File: src/rtl/exec_mask_sched_pkg.sv
// Shared types for the per-core control-flow scheduler.
//   exec_event_kind_t : redirect event encoding (NEXT/JMP/CJMP/HALT)
//   sched_state_t     : scheduler FSM states
//   sched_entry_t     : one divergence-stack entry {pc, mask}
//   execution_mask_t / ALL_THREADS_EXEC_MASK : default-width lane mask and its all-lanes value
package exec_mask_sched_pkg;

    localparam int EXEC_NUM_THREADS = 64;
    localparam int EXEC_PC_W        = 64;

    typedef logic [EXEC_NUM_THREADS-1:0] execution_mask_t;

    localparam execution_mask_t ALL_THREADS_EXEC_MASK = '1;

    typedef enum logic [1:0] {
        EV_NEXT = 2'd0,
        EV_JMP  = 2'd1,
        EV_CJMP = 2'd2,
        EV_HALT = 2'd3
    } exec_event_kind_t;

    typedef enum logic [1:0] {
        ST_ISSUE  = 2'd0,
        ST_WAIT   = 2'd1,
        ST_HALTED = 2'd2
    } sched_state_t;

    typedef struct packed {
        logic [EXEC_PC_W-1:0] pc;
        execution_mask_t      mask;
    } sched_entry_t;

endpackage

File: src/rtl/exec_mask_stack.sv
// Divergence stack: DEPTH-entry LIFO of {pc, mask} paths waiting to run.
// Ports:
//   clk, reset            : clock, synchronous active-high reset (clears occupancy)
//   push, push_pc/mask    : store an entry; ignored when full
//   pop                   : discard top entry; ignored when empty
//   top_pc, top_mask      : most recently pushed entry (undefined when empty)
//   full, empty, depth    : occupancy
// The caller never asserts push and pop in the same cycle.
module exec_mask_stack
    import exec_mask_sched_pkg::*;
#(
    parameter int DEPTH       = 8,
    parameter int PC_W        = EXEC_PC_W,
    parameter int NUM_THREADS = EXEC_NUM_THREADS,
    localparam int DW         = $clog2(DEPTH + 1)
) (
    input  logic                   clk,
    input  logic                   reset,
    input  logic                   push,
    input  logic                   pop,
    input  logic [PC_W-1:0]        push_pc,
    input  logic [NUM_THREADS-1:0] push_mask,
    output logic [PC_W-1:0]        top_pc,
    output logic [NUM_THREADS-1:0] top_mask,
    output logic                   full,
    output logic                   empty,
    output logic [DW-1:0]          depth
);

    localparam int AW = (DEPTH > 1) ? $clog2(DEPTH) : 1;

    logic [PC_W-1:0]        pc_mem   [DEPTH];
    logic [NUM_THREADS-1:0] mask_mem [DEPTH];
    logic [DW-1:0]          depth_q;
    logic [AW-1:0]          wr_idx;
    logic [AW-1:0]          rd_idx;
    logic                   do_push;
    logic                   do_pop;

    assign full    = (depth_q == DW'(DEPTH));
    assign empty   = (depth_q == '0);
    assign do_push = push && !full;
    assign do_pop  = pop && !empty;
    assign wr_idx  = AW'(depth_q);
    assign rd_idx  = AW'(depth_q - DW'(1));

    assign top_pc   = pc_mem[rd_idx];
    assign top_mask = mask_mem[rd_idx];
    assign depth    = depth_q;

    always_ff @(posedge clk) begin
        if (reset) begin
            depth_q <= '0;
        end else if (do_push) begin
            depth_q <= depth_q + DW'(1);
        end else if (do_pop) begin
            depth_q <= depth_q - DW'(1);
        end
    end

    // Entry storage needs no reset; occupancy alone says what is valid.
    always_ff @(posedge clk) begin
        if (!reset && do_push) begin
            pc_mem[wr_idx]   <= push_pc;
            mask_mem[wr_idx] <= push_mask;
        end
    end

endmodule

File: src/rtl/exec_mask_sched.sv
// Per-core control-flow scheduler: owns the current (pc, mask) pair, issues
// one fetch per path step, applies one redirect event per fetch and keeps a
// divergence stack so both sides of a split conditional jump get run.
// Optional feature macro: EXEC_SCHED_RECONVERGE_EN -- a NEXT/JMP whose target
// equals the top stacked PC pops that entry and merges its lanes back in.
// Ports:
//   clk, reset                        : clock, synchronous active-high reset
//   ev_valid/ev_ready/ev_kind         : redirect event handshake and kind
//   ev_pc_a/ev_pc_b/ev_mask_a/ev_mask_b : event targets and CJMP lane split
//   fetch_valid/fetch_ready           : fetch request handshake
//   fetch_pc/fetch_mask               : request contents (current path)
//   halted                            : every path finished
//   overflow                          : sticky, a push was dropped on a full stack
//   stack_depth                       : occupied divergence-stack entries
//
// state     | meaning
// ST_ISSUE  | presenting current path to fetch, waiting for fetch_ready
// ST_WAIT   | fetch issued, waiting for its redirect event
// ST_HALTED | all paths done; only reset leaves
module exec_mask_sched
    import exec_mask_sched_pkg::*;
#(
    parameter int              NUM_THREADS = EXEC_NUM_THREADS,
    parameter int              PC_W        = EXEC_PC_W,
    parameter int              DEPTH       = 8,
    parameter logic [PC_W-1:0] RESET_PC    = '0,
    localparam int             SDW         = $clog2(DEPTH + 1)
) (
    input  logic                   clk,
    input  logic                   reset,
    input  logic                   ev_valid,
    output logic                   ev_ready,
    input  logic [1:0]             ev_kind,
    input  logic [PC_W-1:0]        ev_pc_a,
    input  logic [PC_W-1:0]        ev_pc_b,
    input  logic [NUM_THREADS-1:0] ev_mask_a,
    input  logic [NUM_THREADS-1:0] ev_mask_b,
    output logic                   fetch_valid,
    input  logic                   fetch_ready,
    output logic [PC_W-1:0]        fetch_pc,
    output logic [NUM_THREADS-1:0] fetch_mask,
    output logic                   halted,
    output logic                   overflow,
    output logic [SDW-1:0]         stack_depth
);

    sched_state_t           state_q, state_d;
    logic [PC_W-1:0]        cur_pc, pc_d;
    logic [NUM_THREADS-1:0] cur_mask, mask_d;
    logic                   overflow_q, ovf_set;
    logic                   push, pop;
    logic [PC_W-1:0]        top_pc;
    logic [NUM_THREADS-1:0] top_mask;
    logic                   full, empty;
    exec_event_kind_t       kind;
    logic                   a_live, b_live, end_path;

    exec_mask_stack #(
        .DEPTH      (DEPTH),
        .PC_W       (PC_W),
        .NUM_THREADS(NUM_THREADS)
    ) u_stack (
        .clk      (clk),
        .reset    (reset),
        .push     (push),
        .pop      (pop),
        .push_pc  (ev_pc_b),
        .push_mask(ev_mask_b),
        .top_pc   (top_pc),
        .top_mask (top_mask),
        .full     (full),
        .empty    (empty),
        .depth    (stack_depth)
    );

    assign kind   = exec_event_kind_t'(ev_kind);
    assign a_live = |ev_mask_a;
    assign b_live = |ev_mask_b;

    always_comb begin
        state_d     = state_q;
        pc_d        = cur_pc;
        mask_d      = cur_mask;
        push        = 1'b0;
        pop         = 1'b0;
        ovf_set     = 1'b0;
        end_path    = 1'b0;
        fetch_valid = 1'b0;
        ev_ready    = 1'b0;
        halted      = 1'b0;

        case (state_q)
            ST_ISSUE: begin
                fetch_valid = 1'b1;
                if (fetch_ready) begin
                    state_d = ST_WAIT;
                end
            end
            ST_WAIT: begin
                ev_ready = 1'b1;
                if (ev_valid) begin
                    state_d = ST_ISSUE;
                    case (kind)
                        EV_NEXT, EV_JMP: begin
                            pc_d = ev_pc_a;
`ifdef EXEC_SCHED_RECONVERGE_EN
                            if (!empty && ev_pc_a == top_pc) begin
                                pop    = 1'b1;
                                mask_d = cur_mask | top_mask;
                            end
`endif
                        end
                        EV_CJMP: begin
                            if (a_live && b_live) begin
                                push    = !full;
                                ovf_set = full;
                                pc_d    = ev_pc_a;
                                mask_d  = ev_mask_a;
                            end else if (b_live) begin
                                pc_d   = ev_pc_b;
                                mask_d = ev_mask_b;
                            end else if (a_live) begin
                                pc_d   = ev_pc_a;
                                mask_d = ev_mask_a;
                            end else begin
                                end_path = 1'b1;
                            end
                        end
                        default: end_path = 1'b1;
                    endcase
                    // Finished path: resume the most recent deferred one, or stop.
                    if (end_path) begin
                        if (!empty) begin
                            pop    = 1'b1;
                            pc_d   = top_pc;
                            mask_d = top_mask;
                        end else begin
                            state_d = ST_HALTED;
                        end
                    end
                end
            end
            ST_HALTED: halted = 1'b1;
            default: state_d = ST_ISSUE;
        endcase

        // Handshake outputs are quiet during the reset cycle whatever the old state.
        if (reset) begin
            fetch_valid = 1'b0;
            ev_ready    = 1'b0;
            halted      = 1'b0;
            push        = 1'b0;
            pop         = 1'b0;
        end
    end

    always_ff @(posedge clk) begin
        if (reset) begin
            state_q    <= ST_ISSUE;
            cur_pc     <= RESET_PC;
            cur_mask   <= '1;
            overflow_q <= 1'b0;
        end else begin
            state_q    <= state_d;
            cur_pc     <= pc_d;
            cur_mask   <= mask_d;
            overflow_q <= overflow_q | ovf_set;
        end
    end

    assign fetch_pc   = cur_pc;
    assign fetch_mask = cur_mask;
    assign overflow   = overflow_q;

endmodule

File: config.mk
export PLATFORM = sky130hd
export DESIGN_NAME = exec_mask_sched
export DESIGN_NICKNAME = d
export VERILOG_FILES = /design/src/rtl/exec_mask_sched_pkg.sv /design/src/rtl/exec_mask_stack.sv /design/src/rtl/exec_mask_sched.sv
export SDC_FILE = /design/constraint.sdc
export NUM_CORES = 2
export LEC_CHECK = 0
export ABC_AREA = 1
export CAP_MARGIN = 20
export CORE_AREA = 2 2 294 296
export CTS_BUF_LIST = sky130_fd_sc_hd__clkbuf_8
export DETAILED_ROUTE_END_ITERATION = 7
export DIE_AREA = 0 0 296 298
export PLACE_DENSITY = 0.8
export SLEW_MARGIN = 15
export SYNTH_ARGS = -nofsm -noshare
export SYNTH_HDL_FRONTEND = slang
export SYNTH_SLANG_ARGS = --single-unit
File: constraint.sdc
create_clock -name clk -period 29.3 [get_ports clk]
set_input_delay 7.325 -clock clk [delete_from_list [all_inputs] [get_ports clk]]
set_output_delay 7.325 -clock clk [all_outputs]
set_load 0.02 [all_outputs]
==> impl_metrics.yaml <==
status:
  status: "completed"
floorplan:
  core_um2: 84900
  floorplan.initialDensity_pct: 59.8
  die_w_um: 296
  num_rows: 107
  fp.dieH_um: 298
  dieArea_um2: 88200
  io_pins: 398
worst_setup_path:
  crit_buf_inv: 2
  cpLargestDelayFamily: "buffers and inverters"
  critPathArrivalTime_ns: 8.69
  path_cells: "buf_4 > nor2_1 > clkdlybuf4s50_1"
  required_ns: 21.98
  r2r_cells: 12
  crit_type: "input port to output pin"
  slowest_delay_ns: 0.59
  cp_slowest_cell: "buf_4"
  crit_fanout: 63
  worstSetupEndpointType: "output pin"
  rrSetupSlack_ns: 24.02
  reg2reg_from: "u_stack.depth[0]"
  cp-start-kind: "input port"
  r2r-end: "fetch_pc[29]"
timing:
  setup_slack_ns: 13.28
  rsz0062_at_grt: "false"
  setup_violations: 0
  skew_ns: 0.0355
  worstMarginPinSlew_ns: 1.25
  min_period_ns: 16.02
  max_slew_margin_pct: 16.7
  tns_ns: 0
  finalMaxSlewViolations: 0
  hold_viol_final: 0
  period_share_pct: 54.7
  timing.hold.ws_ns: 0.450
  clock.fmax_mhz: 62.4
grt:
  grt.met3_usage_pct: 6.77
  gr-total-overflow: 0
  grtUsageTotal_pct: 32.3
  grt.met1_usage_pct: 43.5
  grt_max_degree: 228
  use_met2_pct: 51.2
  grt_pass1_wl_um: 218000
  grt_antenna_before_repair: 6
  grt_pass1_vias: 38777
  busiest_layer: "met2"
hold_path:
  hold_path.class: "flop to flop"
  min_to: "overflow"
  min_path_cells: 2
  worstHoldStart: "overflow"
synth:
  ys_seq_area_share_pct: 65.9
  synth_edf_count: 1024
  syn-cell-area_um2: 50700
  synth_commonest_cells: "edfxtp_1, nand2_1, nand3_1"
  synth_top_cell_by_area: "edfxtp_1"
  ys_seq_elements: 1159
  synth.net_count: 5127
  avgSynthCellArea_um2: 10.4
  yosysWarningCount: 0
  ys.flop_type: "edfxtp_1"
  synth_top_area_share_pct: 60.6
  synthTopCellsByArea: "edfxtp_1, nand2_1, nand3_1, dfxtp_1, o21ai_0"
  synth.distinct_cells: 29
  yosysMostFrequentCell: "edfxtp_1"
  async_reset_ff_share_pct: 0
  syn_inst: 4863
drt:
  firstDrtPassIters: 8
  ant_nets: 0
  drt-initial-drc-count: 5146
  wl_per_cell_um: 22.5
  num_vias: 40119
  vias_per_cell: 6.25
  drcViolationCount: 0
  drt-total-wl_um: 145000
place:
  dpl-instance-area_um2: 55100
  dp_hpwl_um: 74800
  numPortBuffers: 397
  gp_congestion: 0.802
  dpl_worst_slack_ns: 13.30
power_and_ir_drop:
  p_sw_share_pct: 23.3
  leakage_nw: 20.5
  pwr-share-clk_pct: 38.4
  power_frac_seq_pct: 54.6
  pwr-share-comb_pct: 7.0
  p_int_w: 0.00255
  power_switching_w: 0.000775
  power_w: 0.00333
  powerDensity_nw_per_um2: 56.8
  peakVddDrop_v: 0.0000407
clocking:
  cts_hold_buf: 0
  clkLatencyLatePin_ns: 0.82
  post_cts_buffers: 0
  cts_made_buffers: 179
  htreeDepth: 4
  clkSinkCount: 1159
  cts-root-buf: "clkbuf_8"
  tritoncts: "done"
  cts_buffer_depth: 3
  cts_resized: 0
  path_clk_slew_ns: 0.06
run:
  cap_viol_max_count: 0
final_layout:
  design_area_um2: 58600
  areaGrowthSynthToFinish_pct: 15.4
  drive_gt1_share_pct: 6.00
  nets: 5383
## per-layer routing
layer | vias to the layer above | wire length, um
li1 | 17909 | -
met1 | 19132 | 55000
met2 | 2700 | 67500
met3 | 376 | 17000
met5 | - | 11
met4 | 2 | 5130
## cells in the final DEF, fill, tap and decap left out, drive strengths merged, types with 37 or more instances in the layout
cell / count
a21oi: 176
buf: 60
clkbuf: 192
clkdlybuf4s50: 395
clkinv: 56
dfxtp: 135
edfxtp: 1024
inv: 239
nand2: 1001
nand3: 641
nand3b: 64
nand4: 37
nor2: 519
o211ai: 64
o21ai: 459
o221ai: 184
## worst register-to-register path: cells and delay by family (launching register included)
family	cells	cell delay, ns
compound gates	3	0.63
buf+inv	5	3.82
simple gates	4	0.32
flops	1	0.46
## logic make-up (layout without fill, tap and decap cells)
group	Yosys count	after routing	synth area share (%)
AND/OR/NAND/NOR	2268	2268	19.0
flip-flops	1159	1159	65.9
AO/OA/AOI/OAI	888	888	10.5
buffers and inverters	542	950	4.44
XOR/XNOR	4	4	0.0690
adder cells (fa/ha/maj)	2	2	0.0493
other	0	6	0
## how the worst max path moves through the flow
stage,start,endpoint,slack [ns],depth (start not counted)
finish,reset,ev_ready,13.28,3
global placement,reset,ev_ready,13.32,3
floorplan,reset,u_stack.mask_mem[4][0],11.49,7
detailed placement,reset,ev_ready,13.30,3
CTS,reset,ev_ready,13.31,3
global route,reset,ev_ready,13.24,3
## through the flow
step,utilization (%),cells
floorplan,-,4863
global placement,64.9,6080
detailed placement,64.9,6080
CTS,68.9,6413
global route,69.0,6420
finish,69.0,6421
## registers in the layout (all words and copies together) (netlist names)
register / count
state_q: 2
u_stack.depth: 4
overflow: 1
fetch_mask: 64
u_stack.pc_mem: 512
fetch_pc: 64
u_stack.mask_mem: 512
## power groups by stage
stage	Clock [W]	Sequential [W]	Combinational, W
3_5_place_dp	0	0.00185	0.000227
3_3_place_gp	0	0.00185	0.000222
4_1_cts	0.00128	0.00182	0.000229
5_1_grt	0.00136	0.00182	0.000249
6_report	0.00128	0.00182	0.000233
2_1_floorplan	0	0.00186	0.0000992
## layout make-up
class	instances	area, um^2
Sequential cell	1159	33500
Antenna cell	6	15.0
Clock buffer	192	2640
Timing Repair Buffer	455	4470
Multi-Input combinational cell	3162	15200
Inverter	162	636
Clock inverter	141	763
Fill cell	6081	26300
Tap cell	1144	1430
Power figures use the tool's default switching activity.
